`src/rtl/seq_alu.sv`:
```
// Multi-cycle 8-bit ALU between the register file outputs and its write-back port.
// Optional OVERFLOW output is enabled by defining SEQ_ALU_OVERFLOW_EN.
module seq_alu #(
    parameter int WIDTH = 8
) (
    input  logic             clk_i,
    input  logic             reset_i,
    input  logic [WIDTH-1:0] data1_i,
    input  logic [WIDTH-1:0] data2_i,
    input  logic [2:0]       select_i,
    input  logic             start_i,
    output logic [WIDTH-1:0] result_o,
    output logic             zero_o,
    output logic             busy_o,
    output logic             done_o
`ifdef SEQ_ALU_OVERFLOW_EN
    ,
    output logic             overflow_o
`endif
);
    localparam int SW = $clog2(WIDTH);
    localparam int CW = $clog2(WIDTH + 1);
`ifdef SEQ_ALU_OVERFLOW_EN
    localparam int AW = 2 * WIDTH;
`else
    localparam int AW = WIDTH;
`endif

    localparam logic [2:0] OP_FWD  = 3'b000;
    localparam logic [2:0] OP_ADD  = 3'b001;
    localparam logic [2:0] OP_AND  = 3'b010;
    localparam logic [2:0] OP_OR   = 3'b011;
    localparam logic [2:0] OP_MULT = 3'b100;
    localparam logic [2:0] OP_SLL  = 3'b101;
    localparam logic [2:0] OP_SRL  = 3'b110;

    typedef enum logic {IDLE, EXEC} state_t;

    state_t           state_q;
    logic [2:0]       op_q;
    logic [CW-1:0]    cnt_q;
    logic [WIDTH-1:0] work_q;
    logic [WIDTH-1:0] mplier_q;
    logic [AW-1:0]    mcand_q;
    logic [AW-1:0]    acc_q;
    logic [WIDTH-1:0] result_q;
    logic             busy_q;
    logic             done_q;

    logic [SW-1:0]    amt;
    logic [WIDTH-1:0] single_d;
    logic [WIDTH-1:0] shift_d;
    logic [AW-1:0]    acc_d;
    logic             iter_start;

    always_comb begin
        amt = data2_i[SW-1:0];
        case (select_i)
            OP_FWD:  single_d = data2_i;
            OP_ADD:  single_d = data1_i + data2_i;
            OP_AND:  single_d = data1_i & data2_i;
            OP_OR:   single_d = data1_i | data2_i;
            default: single_d = data1_i;  // shift by zero passes DATA1 through
        endcase
        iter_start = select_i[2] && ((select_i == OP_MULT) || (amt != '0));

        case (op_q)
            OP_SLL:  shift_d = work_q << 1;
            OP_SRL:  shift_d = work_q >> 1;
            default: shift_d = {work_q[0], work_q[WIDTH-1:1]};
        endcase
        acc_d = mplier_q[0] ? (acc_q + mcand_q) : acc_q;
    end

`ifdef SEQ_ALU_OVERFLOW_EN
    logic             ovf_q;
    logic [WIDTH-1:0] sum;
    logic             add_ovf;

    always_comb begin
        sum     = data1_i + data2_i;
        add_ovf = (select_i == OP_ADD) &&
                  (data1_i[WIDTH-1] == data2_i[WIDTH-1]) &&
                  (sum[WIDTH-1] != data1_i[WIDTH-1]);
    end

    assign overflow_o = ovf_q;
`endif

    always_ff @(posedge clk_i) begin
        if (reset_i) begin
            state_q  <= IDLE;
            op_q     <= OP_FWD;
            cnt_q    <= '0;
            work_q   <= '0;
            mplier_q <= '0;
            mcand_q  <= '0;
            acc_q    <= '0;
            result_q <= '0;
            busy_q   <= 1'b0;
            done_q   <= 1'b0;
`ifdef SEQ_ALU_OVERFLOW_EN
            ovf_q    <= 1'b0;
`endif
        end else begin
            done_q <= 1'b0;
            case (state_q)
                IDLE: begin
                    if (start_i) begin
                        op_q     <= select_i;
                        work_q   <= data1_i;
                        mplier_q <= data2_i;
                        mcand_q  <= AW'(data1_i);
                        acc_q    <= '0;
                        if (iter_start) begin
                            state_q <= EXEC;
                            busy_q  <= 1'b1;
                            cnt_q   <= (select_i == OP_MULT) ? CW'(WIDTH) : CW'(amt);
                        end else begin
                            result_q <= single_d;
                            done_q   <= 1'b1;
`ifdef SEQ_ALU_OVERFLOW_EN
                            ovf_q    <= add_ovf;
`endif
                        end
                    end
                end
                EXEC: begin
                    cnt_q <= cnt_q - CW'(1);
                    if (op_q == OP_MULT) begin
                        acc_q    <= acc_d;
                        mcand_q  <= mcand_q << 1;
                        mplier_q <= mplier_q >> 1;
                    end else begin
                        work_q <= shift_d;
                    end
                    if (cnt_q == CW'(1)) begin
                        state_q  <= IDLE;
                        busy_q   <= 1'b0;
                        done_q   <= 1'b1;
                        result_q <= (op_q == OP_MULT) ? acc_d[WIDTH-1:0] : shift_d;
`ifdef SEQ_ALU_OVERFLOW_EN
                        ovf_q    <= (op_q == OP_MULT) && (|acc_d[AW-1:WIDTH]);
`endif
                    end
                end
                default: state_q <= IDLE;
            endcase
        end
    end

    assign result_o = result_q;
    assign zero_o   = (result_q == '0);
    assign busy_o   = busy_q;
    assign done_o   = done_q;

endmodule

```
`config.mk`:
```
export PLATFORM = sky130hd
export DESIGN_NAME = seq_alu
export DESIGN_NICKNAME = d
export VERILOG_FILES = /design/src/rtl/seq_alu.sv
export SDC_FILE = /design/constraint.sdc
export NUM_CORES = 1
export LEC_CHECK = 0
export ABC_AREA = 1
export CAP_MARGIN = 20
export CORE_AREA = 3 3 88 90
export CTS_BUF_LIST = sky130_fd_sc_hd__clkbuf_4 sky130_fd_sc_hd__clkbuf_8
export CTS_CLUSTER_DIAMETER = 60
export CTS_CLUSTER_SIZE = 20
export DETAILED_ROUTE_END_ITERATION = 16
export DIE_AREA = 0 0 91 93
export GPL_ROUTABILITY_DRIVEN = 0
export HOLD_SLACK_MARGIN = 0.02
export PLACE_DENSITY = 0.72
export SYNTH_ARGS = -nofsm -noshare
export SYNTH_HDL_FRONTEND = slang
export SYNTH_SLANG_ARGS = --single-unit
export TNS_END_PERCENT = 100
```
`constraint.sdc`:
```
create_clock -name clk_i -period 2.14 [get_ports clk_i]
set_input_delay 0.214 -clock clk_i [delete_from_list [all_inputs] [get_ports clk_i]]
set_output_delay 0.214 -clock clk_i [all_outputs]
set_load 0.01 [all_outputs]
```
Word-level counts from Yosys, hierarchy flattened
Index checks and enable logic that the tools add are counted.

storage, ports and cells
  bits in registers = 50
  output and inout bits = 11
  bits of input ports = 22
  logic and storage cells = 76

cells by class
  $add $sub $neg = 3
  bitwise gates (word level) = 3
  equality and inequality tests = 14
  reductions and logical operators = 11
  multiplexer cells = 35

operators by type and width
  kind                 count
  $mux 8               12
  $pmux 8 s2           6
  $pmux 8 s4           1
  $add 8x8->8          2
  $eq 3x3->1 const B   4
  $mux 4               3
  $mux 1               9
  $and 8x8->8          1
  $logic_not 8->1      1
  $ne 2x2->1 const B   4
  $or 8x8->8           1
  $pmux 4 s2           1
  $reduce_and 2->1     4
  $eq 3x2->1 const B   2
  $pmux 1 s2           3
  $reduce_and 3->1     2
  $eq 4x1->1 const B   1
  $ne 2x1->1 const B   2
  $sub 4x1->4 const B  1
  $eq 3x1->1 const B   1
  $logic_not 3->1      1
  $reduce_bool 3->1    1
  $logic_and 1x1->1    1
  $logic_or 1x1->1     1
  $not 1->1            1

Longest topological paths before layout
Gate-level depths: netlist of run 1.

  word-level depth = 6
  gate-level depth with buffers = 13
  gate-level depth less buffers = 13

Worst setup path after synthesis of run 1
Ideal clock, no wire load.

  kind = register to register
  start point = register mcand_q[0]
  end point = register result_q[2] (netlist: result_o[2])
  period minus slack after synthesis = 1.792 ns
  arrival = 1.673 ns
  cell stages (with the launch flop) = 10
  data required time = 2.021 ns
  setup time = 0.119 ns
  path buffers = 0
  path slack = 0.348 ns
  cells stage by stage = dfxtp_1 > ha_1 > fa_1 > or2_2 > a21oi_1 > nor2_1 > o21ai_0 > nand2_1 > nor2_1 > a21oi_1

between the ends
  word-level cells in the longest chain between the ends = 5

ends and longest elaborated chain
  element                   RTL line  text
  start: declaration        44        logic [AW-1:0] mcand_q;
  start signal: assignment  113       mcand_q <= AW'(data1_i);
  start signal: assignment  132       mcand_q <= mcand_q << 1;
  $add 8x8->8               72        acc_d = mplier_q[0] ? (acc_q + mcand_q) : acc_q;
  $mux 8                    72
  $mux 8                    141       result_q <= (op_q == OP_MULT) ? acc_d[WIDTH-1:0] : shift_d;
  $mux 8                    137       if (cnt_q == CW'(1)) begin
  $pmux 8 s2                107       case (state_q)
  end signal: assignment    120       result_q <= single_d;
  end signal: assignment    141
  end: declaration          46        logic [WIDTH-1:0] result_q;

No other way between the ends. The select of a mux whose other input is x is not followed.
A chain may end at the register's enable or synchronous reset.

Worst setup path in the final report of run 1
Ends and elaborated chain as after synthesis.

==> run summary, run 1 <==
NetSw - 0.792 mW
worst slack at placement - -0.0762 ns
nets@finish - 633
WS Path Type - reg -> reg
worst hold path type - reg -> reg
Clock Path Buffers - 2
Levels on crit path - 9
first-pass GRT wire length - 16,600 um
total CTS buffers - 5
VDD IR max - 0.000348 V
Slew @ Worst Pin - 0.474 ns
WP data arrival - 2.14 ns
post-route setup slack - 0.200 ns
maximum cell stage delay along the critical path - 0.38 ns
number of global-route vias before repair - 3,516
P_leak - 1.93 nW
critical path endpoint category - flip-flop
RSZ-0062 raised after global routing - false
initial antenna violation count - 0
status - finished clean
power per cell area - 580 nW/um^2
Post-CTS Hold Fix Bufs - 0
Post-Synthesis Cell Area - 3480 um^2
placed insts - 676
Clk pwr share - 28.7%
die area - 8460 um^2
crit path capture - result_o[2]$_SDFFE_PP0P_
H-tree depth - 2
sequential area share after synthesis - 28.7%
switching share of power - 32.7%
period utilisation layout - 90.6%
Slew Viols, Final - 0
sequential share of power - 43.9%
non-filler cells in the finished layout - 684
most frequent cells after synthesis - 120 x nand2_1, 64 x inv_1, 57 x a21oi_1
Critical path buffers and inverters - 0
Worst R2R Start - mcand_q[0]$_SDFFE_PP0P_
Die X - 91 um
CTS sink cnt - 50
Crit path top cell by count - nor2_1
number of flops mapped to enable cells by yosys - 0
antenna-violating nets left - 0
layout cells sized above 1 - 9.57%
via/cell ratio - 5.41
routed wire length - 9950 um
Top Ports - 33
Yosys top cell area share - 28.7%
DR iter-0 viols - 317
most common cell in the netlist - nand2_1
Layout Skew - 0.00877 ns
gr usage total - 24.2%
Top Family by Delay on Critical Path - adder cells
R2R Setup Slk - 0.20 ns
Slew HR - 68.3%
Worst Setup SP - mcand_q[0]$_SDFFE_PP0P_
Tot Pwr - 2.42 mW
Ys Warns - 0
Critical Path Start Type - flip-flop
Post-CTS Setup Bufs - 0
hpwl dp - 7690 um
Area Overhead vs Synth - 19.8%
Inserted Diodes - 0
reg-to-reg critical path endpoint - result_o[2]$_SDFFE_PP0P_
f_max - 516 MHz
ys async rst share - 0%
Gate Count Post-Synth - 537
CP required - 2.34 ns
Wirelength per Cell - 14.5 um
CTS tree - built
Reg2Reg Depth - 9
Port Buf Inserts - 32
setup violators final - 0
Tmin final - 1.94 ns
Distinct cells, synth - 37
combinational power share - 27.3%
post-synthesis register bit count - 50
final count of hold timing violations - 0
Max FO, Critical Path - 4
initial core utilization - 48.8%
syn_nets - 586
# rows - 31
largest cells by area after synthesis - dfxtp_1 29%, nand2_1 13%, ha_1 9.0%
post-synth top area cell - dfxtp_1
DRC Markers - 0
Pint - 1.63 mW
die height - 93 um
syn_area_per_cell - 6.48 um^2
Main synth FF type - dfxtp_1
Pre-antenna DRT Iters - 5
Skew-Pair Late Insertion Delay - 0.32 ns
vias - 3,700
worst-path cell chain - ha_1 > fa_2 > or2_2 > a21oi_2 > nor2_1 > o21ai_0 > nand2_1 > nor2_1 > a21oi_1
clock-pin slew on the worst setup and hold paths - 0.10 ns
Overflow after GRT - 0
Max Cap Viol - 0
Core ar. - 7140 um^2
CTS root buffer - clkbuf_8
CP max stage cell - fa_2
pin count of the biggest net entering global routing - 32
cts repair resizes - 0
## worst min path at each step
stage	start	endpoint	slack [ns]	cells past startpoint
6_report	busy_o$_SDFFE_PP0P_	busy_o$_SDFFE_PP0P_	0.48	2
5_1_grt	busy_o$_SDFFE_PP0P_	busy_o$_SDFFE_PP0P_	0.50	2
4_1_cts	mplier_q[6]$_SDFFE_PP0P_	mplier_q[5]$_SDFFE_PP0P_	0.48	2
3_5_place_dp	busy_o$_SDFFE_PP0P_	busy_o$_SDFFE_PP0P_	0.46	2
3_3_place_gp	mplier_q[6]$_SDFFE_PP0P_	mplier_q[5]$_SDFFE_PP0P_	0.45	2
2_1_floorplan	data1_i[0]	mcand_q[0]$_SDFFE_PP0P_	0.36	2
## cell usage in the layout, fill, tap and decap left out, types with 5 or more instances in the layout
| cell type | count |
|---|---|
| inv_2 | 6 |
| inv_1 | 64 |
| clkdlybuf4s50_1 | 32 |
| nand3_1 | 30 |
| nand4_1 | 8 |
| a21oi_1 | 56 |
| or2_2 | 5 |
| ha_1 | 25 |
| buf_4 | 27 |
| clkbuf_8 | 5 |
| nand2_1 | 120 |
| a31oi_1 | 11 |
| o21ai_0 | 51 |
| nor2_1 | 52 |
| dfxtp_1 | 50 |
## registers in the layout, summed over array words and instances, names as in the netlist
name      flops
mplier_q      8
acc_q         8
work_q        8
busy_o        1
mcand_q       8
result_o      8
state_q       1
cnt_q         4
op_q          3
done_o        1
## per-layer routing
layer | track usage, % | routed length [um] | up-vias
met5 | 0 | 0 | -
met4 | 11.7 | 292 | 0
met1 | 30.7 | 4390 | 1686
met2 | 40.5 | 4670 | 118
met3 | 3.46 | 599 | 21
li1 | - | - | 1875
## worst min-delay path, delay by kind of cell, from the launching register on
| kind | cells | cell delay, ns |
|---|---|---|
| simple gates | 1 | 0.06 |
| flops | 1 | 0.32 |
| compound gates | 1 | 0.05 |
## kinds of logic (layout without fill, tap and decap cells)
group                      count (synthesis)  in the layout  share of synthesized area [%]
AOI/OAI and AO/OA                        137            137                           21.7
xor gates and xnor gates                   4              4                           1.01
adders and majority gates                 27             27                           10.1
buffers and inverters                     90            138                           10.3
DFF                                       50             50                           28.7
and+or+nand+nor                          229            229                           28.1
## power by group through the flow
| stage | Clock [mW] | Combinational (mW) | Sequential [mW] |
|---|---|---|---|
| CTS | 0.695 | 0.656 | 1.06 |
| global placement | 0 | 0.643 | 1.08 |
| finish | 0.696 | 0.662 | 1.06 |
| detailed placement | 0 | 0.653 | 1.08 |
| global route | 0.729 | 0.742 | 1.07 |
| floorplan | 0 | 0.406 | 1.07 |
## layout make-up
cell class	instances	area (um^2)
well taps	99	124
clock inverters	3	45.0
clock buffers	5	68.8
repair buffers	60	543
inverters	70	263
multi-input cells	397	2130
fillers	687	2960
flip-flops and latches	50	1000
## through the flow
| step | setup TNS (ns) | instance area, um^2 | hold slack (ns) | utilization, % |
|---|---|---|---|---|
| after detailed placement | -0.126 | 4050 | 0.462 | 56.8 |
| after floorplan | 0 | 3480 | 0.361 | - |
| after CTS | 0 | 4170 | 0.476 | 58.4 |
| after global routing | 0 | 4170 | 0.502 | 58.5 |
| final | 0 | 4170 | 0.476 | 58.5 |
| after global placement | -0.0837 | 4050 | 0.454 | 56.8 |
(Power assumes the default switching activity.)
==> inputs of run 2 (changes only) <==
CAP_MARGIN = default   (was 20)
CTS_CLUSTER_DIAMETER = default   (was 60)
PLACE_DENSITY = 0.74   (was 0.72)
clock period = 1.57 ns   (was 2.14 ns; I/O delays follow)
==> run summary, run 2 (synthesis results as in run 1) <==
antenna-violating nets left - 0 (unchanged)
critical path endpoint category - flip-flop (unchanged)
R2R Setup Slk - -0.26 ns (was 0.20 ns)
Overflow after GRT - 0 (unchanged)
Tmin final - 1.83 ns (was 1.94 ns)
Worst R2R Start - acc_q[0]$_SDFFE_PP0P_ (was mcand_q[0]$_SDFFE_PP0P_)
CTS root buffer - clkbuf_8 (unchanged)
GRT met3 Usage - 4.02% (was 3.46%)
setup violators final - 12 (was 0)
WS Path Type - reg -> reg (unchanged)
status - finished with violations (was finished clean)
CTS sink cnt - 50 (unchanged)
period utilisation layout - 117% (was 90.6%)
WP data arrival - 2.02 ns (was 2.14 ns)
fillers - 584 (was 687)
Core ar. - 7140 um^2 (unchanged)
hpwl dp - 8620 um (was 7690 um)
commonest non-fill, non-tap cell in the layout - nand2_1 (unchanged)
worst hold path type - in -> reg (was reg -> reg)
Max FO, Critical Path - 3 (was 4)
die height - 93 um (unchanged)
first-pass GRT wire length - 18,200 um (was 16,600 um)
number of global-route vias before repair - 3,943 (was 3,516)
H-tree depth - 2 (unchanged)
routed wire length - 11,400 um (was 9950 um)
Clock Path Buffers - 2 (unchanged)
layout cells sized above 1 - 27.7% (was 9.57%)
Skew-Pair Late Insertion Delay - 0.31 ns (was 0.32 ns)
via/cell ratio - 5.45 (was 5.41)
Port Buf Inserts - 32 (unchanged)
M1 GR Usage - 32.1% (was 30.7%)
f_max - 546 MHz (was 516 MHz)
Pint - 2.23 mW (was 1.63 mW)
Reg2Reg Depth - 10 (was 9)
crit path capture - result_o[4]$_SDFFE_PP0P_ (was result_o[2]$_SDFFE_PP0P_)
final count of hold timing violations - 0 (unchanged)
hold_ws - 0.366 ns (was 0.476 ns)
# rows - 31 (unchanged)
power per cell area - 666 nW/um^2 (was 580 nW/um^2)
combinational power share - 34.2% (was 27.3%)
Critical Path Start Type - flip-flop (unchanged)
Area Overhead vs Synth - 44.5% (was 19.8%)
RSZ-0062 raised after global routing - true (was false)
fin area - 5030 um^2 (was 4170 um^2)
Inserted Diodes - 0 (unchanged)
initial antenna violation count - 0 (unchanged)
fin util - 70.5% (was 58.5%)
DP Area - 4620 um^2 (was 4050 um^2)
DR iter-0 viols - 354 (was 317)
placed insts - 745 (was 676)
die area - 8460 um^2 (unchanged)
grt met2 use - 47.3% (was 40.5%)
switching share of power - 33.4% (was 32.7%)
CTS tree - built (unchanged)
initial core utilization - 48.8% (unchanged)
Slew Viols, Final - 0 (unchanged)
Clk pwr share - 22.4% (was 28.7%)
vias - 4,127 (was 3,700)
VDD IR max - 0.000522 V (was 0.000348 V)
nets@finish - 707 (was 633)
reg-to-reg critical path endpoint - result_o[4]$_SDFFE_PP0P_ (was result_o[2]$_SDFFE_PP0P_)
clock-pin slew on the worst setup and hold paths - 0.09 ns (was 0.10 ns)
P_leak - 2.35 nW (was 1.93 nW)
NetSw - 1.12 mW (was 0.792 mW)
Layout Skew - 0.0124 ns (was 0.00877 ns)
failing checks - negative setup slack
gr usage total - 26.6% (was 24.2%)
Worst Setup SP - acc_q[0]$_SDFFE_PP0P_ (was mcand_q[0]$_SDFFE_PP0P_)
setup TNS - -1.86 ns (was 0 ns)
Die X - 91 um (unchanged)
post-route setup slack - -0.260 ns (was 0.200 ns)
commonest non-fill, non-tap cells in the layout - 113 x nand2_1, 95 x buf_4, 61 x inv_1 (was 120 x nand2_1, 64 x inv_1, 56 x a21oi_1)
Slew @ Worst Pin - 0.302 ns (was 0.474 ns)
sequential share of power - 43.5% (was 43.9%)
DRC Markers - 0 (unchanged)
CP required - 1.76 ns (was 2.34 ns)
Pre-antenna DRT Iters - 5 (unchanged)
total CTS buffers - 5 (unchanged)
Slew HR - 79.8% (was 68.3%)
Max Cap Viol - 0 (unchanged)
pin count of the biggest net entering global routing - 32 (unchanged)
worst slack at placement - -0.537 ns (was -0.0762 ns)
Top Ports - 33 (unchanged)
GRT busiest layer - met2 (unchanged)
non-filler cells in the finished layout - 757 (was 684)
Tot Pwr - 3.35 mW (was 2.42 mW)
Wirelength per Cell - 15.0 um (was 14.5 um)
Cells on Worst Hold Path - 3 (was 2)
## run 2: what timing repair did
| action | in CTS | in global routing |
|---|---|---|
| setup endpoints to repair | 12 | 39 |
| buffers inserted | 4 | 2 |
| pin swaps | 12 | 13 |
| hold endpoints to repair | 0 | 0 |
| gates resized for setup | 32 | 34 |
| hold buffers | 0 | 0 |
## run 2: cell type report
| class | instances | area, um^2 | area share [%] |
|---|---|---|---|
| multi-input cells | 397 | 2420 | 48.1 |
| flip-flops and latches | 50 | 1010 | 20.2 |
| well taps | 99 | 124 | 2.46 |
| repair buffers | 134 | 1130 | 22.4 |
| inverters | 70 | 265 | 5.27 |
| clock buffers | 6 | 76.3 | 1.52 |
| clock inverters | 1 | 7.51 | 0.149 |
## run 2: layer usage
| layer | up-vias | wire, um |
|---|---|---|
| li1 | 2016 | - |
| met1 | 1927 | 4750 |
| met2 | 146 | 5720 |
| met3 | 38 | 524 |
| met4 | 0 | 375 |
| met5 | - | 0 |
## run 2: power by group through the flow
stage | Clock (mW) | Combinational (mW) | Sequential, mW
floorplan | 0 | 0.559 | 1.46
global placement | 0 | 1.03 | 1.47
detailed placement | 0 | 1.05 | 1.47
CTS | 0.749 | 1.09 | 1.45
global route | 0.784 | 1.26 | 1.47
finish | 0.750 | 1.15 | 1.46
## run 2: worst min-delay path by stage
stage | endpoint | start | slack, ns
floorplan | mcand_q[0]$_SDFFE_PP0P_ | data1_i[0] | 0.30
global placement | mplier_q[7]$_SDFFE_PP0P_ | mplier_q[7]$_SDFFE_PP0P_ | 0.45
detailed placement | mplier_q[7]$_SDFFE_PP0P_ | mplier_q[7]$_SDFFE_PP0P_ | 0.45
CTS | mcand_q[0]$_SDFFE_PP0P_ | data1_i[0] | 0.36
global route | mcand_q[0]$_SDFFE_PP0P_ | data1_i[0] | 0.38
finish | work_q[0]$_SDFFE_PP0P_ | data1_i[0] | 0.37
## run 2: critical path, stage by stage (launching register included)
cell     delay, ns
dfxtp_2       0.35
ha_4          0.16
fa_2          0.37
buf_6         0.13
nand3_2       0.06
nand3_2       0.08
xor2_1        0.16
o21ai_2       0.18
nand2_1       0.10
nor2_1        0.09
nor2_1        0.04
==> inputs of run 3 (changes only) <==
ABC_AREA = default   (was 1)
CAP_MARGIN = 20   (was default)
CORE_AREA = 3 3 89 91   (was 3 3 88 90)
DIE_AREA = 0 0 92 94   (was 0 0 91 93)
PLACE_DENSITY = 0.75   (was 0.74)
==> run summary, run 3 <==
Core ar. - 7210 um^2 (was 7140 um^2)
main combinational cell family by area after synthesis - compound AO/OA/AOI/OAI gates (was simple AND/OR/NAND/NOR gates)
Worst R2R Start - mcand_q[0]$_SDFFE_PP0P_ (was acc_q[0]$_SDFFE_PP0P_)
total CTS buffers - 5 (unchanged)
register area - 1020 um^2 (was 1010 um^2)
largest cells by area after synthesis - dfxtp_1 28%, ha_1 8.7%, mux2i_1 6.1% (was dfxtp_1 29%, nand2_1 13%, ha_1 9.0%)
Wirelength per Cell - 19.9 um (was 15.0 um)
Tmin final - 2.05 ns (was 1.83 ns)
Post-Synthesis Cell Area - 3600 um^2 (was 3480 um^2)
Synth Area in Simple Gates - 18.7% (was 28.1%)
first-pass GRT wire length - 19,000 um (was 18,200 um)
syn_area_per_cell - 8.09 um^2 (was 6.48 um^2)
NetSw - 1.32 mW (was 1.12 mW)
Gate Count Post-Synth - 445 (was 537)
number of global-route vias before repair - 3,974 (was 3,943)
Main synth FF type - dfxtp_1 (unchanged)
Max Cap Viol - 0 (unchanged)
gr usage total - 27.8% (was 26.6%)
Slew Viols, Final - 0 (unchanged)
Port Buf Inserts - 32 (unchanged)
Max FO, Critical Path - 2 (was 3)
Post-CTS Hold Fix Bufs - 0 (unchanged)
CP required - 1.78 ns (was 1.76 ns)
fillers - 469 (was 584)
sequential area share after synthesis - 27.8% (was 28.7%)
die height - 94 um (was 93 um)
combinational power share - 38.9% (was 34.2%)
post-synth top area cell - dfxtp_1 (unchanged)
final count of hold timing violations - 0 (unchanged)
Pre-antenna DRT Iters - 6 (was 5)
hpwl dp - 8850 um (was 8620 um)
Critical Path Start Type - flip-flop (unchanged)
compound-cell area share of the yosys netlist - 26.0% (was 21.7%)
Slew HR - 61.0% (was 79.8%)
number of flops mapped to enable cells by yosys - 0 (unchanged)
Area Overhead vs Synth - 56.1% (was 44.5%)
mux contribution to synthesized area - 9.56% (was 0%)
critical path endpoint category - flip-flop (unchanged)
hold path endpoint - acc_q[7]$_SDFFE_PP0P_ (was work_q[0]$_SDFFE_PP0P_)
placed insts - 661 (was 745)
Hold Startpoint - reset_i (was data1_i[0])
RSZ-0062 raised after global routing - true (unchanged)
VDD IR max - 0.000469 V (was 0.000522 V)
Inserted Diodes - 0 (unchanged)
WS Path Type - reg -> reg (unchanged)
pin count of the biggest net entering global routing - 41 (was 32)
setup TNS - -3.53 ns (was -1.86 ns)
DRC Markers - 0 (unchanged)
P_leak - 2.39 nW (was 2.35 nW)
Clk pwr share - 22.5% (was 22.4%)
power per cell area - 679 nW/um^2 (was 666 nW/um^2)
routed wire length - 13,600 um (was 11,400 um)
non-filler cells in the finished layout - 683 (was 757)
# rows - 31 (unchanged)
Reg2Reg Depth - 8 (was 10)
syn_nets - 494 (was 586)
Tot Pwr - 3.81 mW (was 3.35 mW)
nets@finish - 632 (was 707)
via/cell ratio - 6.16 (was 5.45)
Layout Skew - 0.00353 ns (was 0.0124 ns)
CTS root buffer - clkbuf_8 (unchanged)
status - finished with violations (unchanged)
WP data arrival - 2.26 ns (was 2.02 ns)
failing checks - negative setup slack (unchanged)
Die X - 92 um (was 91 um)
area share of fa/ha/maj cells after synthesis - 9.81% (was 10.1%)
post-synthesis register bit count - 50 (unchanged)
most frequent cells after synthesis - 55 x nor2_1, 50 x dfxtp_1, 46 x nand2_1 (was 120 x nand2_1, 64 x inv_1, 57 x a21oi_1)
die area - 8650 um^2 (was 8460 um^2)
switching share of power - 34.6% (was 33.4%)
Synth Area in XOR/XNOR - 1.70% (was 1.01%)
Top Ports - 33 (unchanged)
reg-to-reg critical path endpoint - result_o[6]$_SDFFE_PP0P_ (was result_o[4]$_SDFFE_PP0P_)
setup violators final - 27 (was 12)
ys async rst share - 0% (unchanged)
sequential share of power - 38.6% (was 43.5%)
fin area - 5620 um^2 (was 5030 um^2)
most common cell in the netlist - nor2_1 (was nand2_1)
antenna-violating nets left - 0 (unchanged)
initial antenna violation count - 0 (unchanged)
Ys Warns - 0 (unchanged)
H-tree depth - 2 (unchanged)
DP Area - 4890 um^2 (was 4620 um^2)
vias - 4,204 (was 4,127)
layout cells sized above 1 - 43.2% (was 27.7%)
worst hold path type - in -> reg (unchanged)
Distinct cells, synth - 64 (was 37)
Cells on Worst Hold Path - 2 (was 3)
f_max - 488 MHz (was 546 MHz)
CTS sink cnt - 50 (unchanged)
period utilisation layout - 130% (was 117%)
clock-pin slew on the worst setup and hold paths - 0.10 ns (was 0.09 ns)
Clock Path Buffers - 2 (unchanged)
initial core utilization - 49.9% (was 48.8%)
Yosys top cell area share - 27.8% (was 28.7%)
CTS tree - built (unchanged)
Pint - 2.49 mW (was 2.23 mW)
commonest non-fill, non-tap cells in the layout - 103 x buf_4, 46 x nor2_1, 41 x nand2_1 (was 113 x nand2_1, 95 x buf_4, 61 x inv_1)
Slew @ Worst Pin - 0.576 ns (was 0.302 ns)
DR iter-0 viols - 435 (was 354)
Overflow after GRT - 0 (unchanged)
R2R Setup Slk - -0.48 ns (was -0.26 ns)
footprint of the multi-input gates - 2850 um^2 (was 2420 um^2)
Skew-Pair Late Insertion Delay - 0.32 ns (was 0.31 ns)
post-route setup slack - -0.477 ns (was -0.260 ns)
commonest non-fill, non-tap cell in the layout - buf_4 (was nand2_1)
==> run 3: what timing repair did <==
action,4_1_cts,5_1_grt
endpoints found under the setup margin,35,44
hold endpoints to repair,0,0
resized for setup,64,80
setup buffers,4,9
gates cloned,0,3
pin swaps,27,35
==> run 3: worst max-delay path by stage <==
stage	from	endpoint	slack [ns]	cells after the start
6_report	mcand_q[0]$_SDFFE_PP0P_	result_o[6]$_SDFFE_PP0P_	-0.48	8
4_1_cts	mcand_q[0]$_SDFFE_PP0P_	result_o[6]$_SDFFE_PP0P_	-0.50	8
5_1_grt	mcand_q[0]$_SDFFE_PP0P_	result_o[6]$_SDFFE_PP0P_	-0.54	8
2_1_floorplan	mcand_q[0]$_SDFFE_PP0P_	acc_q[6]$_SDFFE_PP0P_	-0.34	8
3_5_place_dp	data1_i[0]	result_o[4]$_SDFFE_PP0P_	-0.79	9
3_3_place_gp	data2_i[1]	result_o[3]$_SDFFE_PP0P_	-0.74	9
==> run 3: cells by family after synthesis <==
logic type | count (synthesis)
mux | 29
flops | 50
buf+inv | 53
xor+xnor | 7
compound gates | 134
fa+ha+maj | 27
simple gates | 145
==> run 3: layout make-up <==
class | instances | share of cell area (%)
clock inverter | 1 | 0.0891
multi-input combinational | 342 | 50.8
sequential | 50 | 18.2
clock buffer | 7 | 1.60
timing repair buffer | 157 | 25.3
inverter | 27 | 1.85
tap | 99 | 2.21
==> run 3: worst max-delay path, cell delays in order (launching register included) <==
cell,delay [ns]
dfxtp_2,0.35
ha_4,0.16
fa_2,0.36
a21o_4,0.24
a2111oi_4,0.31
xnor2_1,0.11
mux2_4,0.28
nand2_4,0.08
a31oi_1,0.06
==> run 3: power groups by stage <==
stage	Clock, mW	Sequential (mW)	Combinational (mW)
after global placement	0	1.47	1.16
after CTS	0.842	1.45	1.27
final	0.859	1.47	1.48
after global routing	0.901	1.48	1.57
after floorplan	0	1.47	0.636
after detailed placement	0	1.47	1.20
==> run 3: metrics by stage <==
stage / hold slack, ns / setup slack (ns) / util (%)
final: 0.182 / -0.477 / 77.9
after global routing: 0.203 / -0.542 / 77.9
after CTS: 0.175 / -0.502 / 71.5
after detailed placement: 0.479 / -0.787 / 67.8
after global placement: 0.462 / -0.744 / 67.8
after floorplan: 0.285 / -0.344 / -
==> run 3: layer usage <==
| metal | track usage [%] | part of all wire [%] | wire length, um |
|---|---|---|---|
| met4 | 11.3 | 5.1 | 697 |
| met2 | 51.6 | 50 | 6850 |
| met1 | 32.3 | 37 | 5050 |
| met3 | 3.29 | 7.2 | 983 |
| met5 | 0 | 0 | 0 |
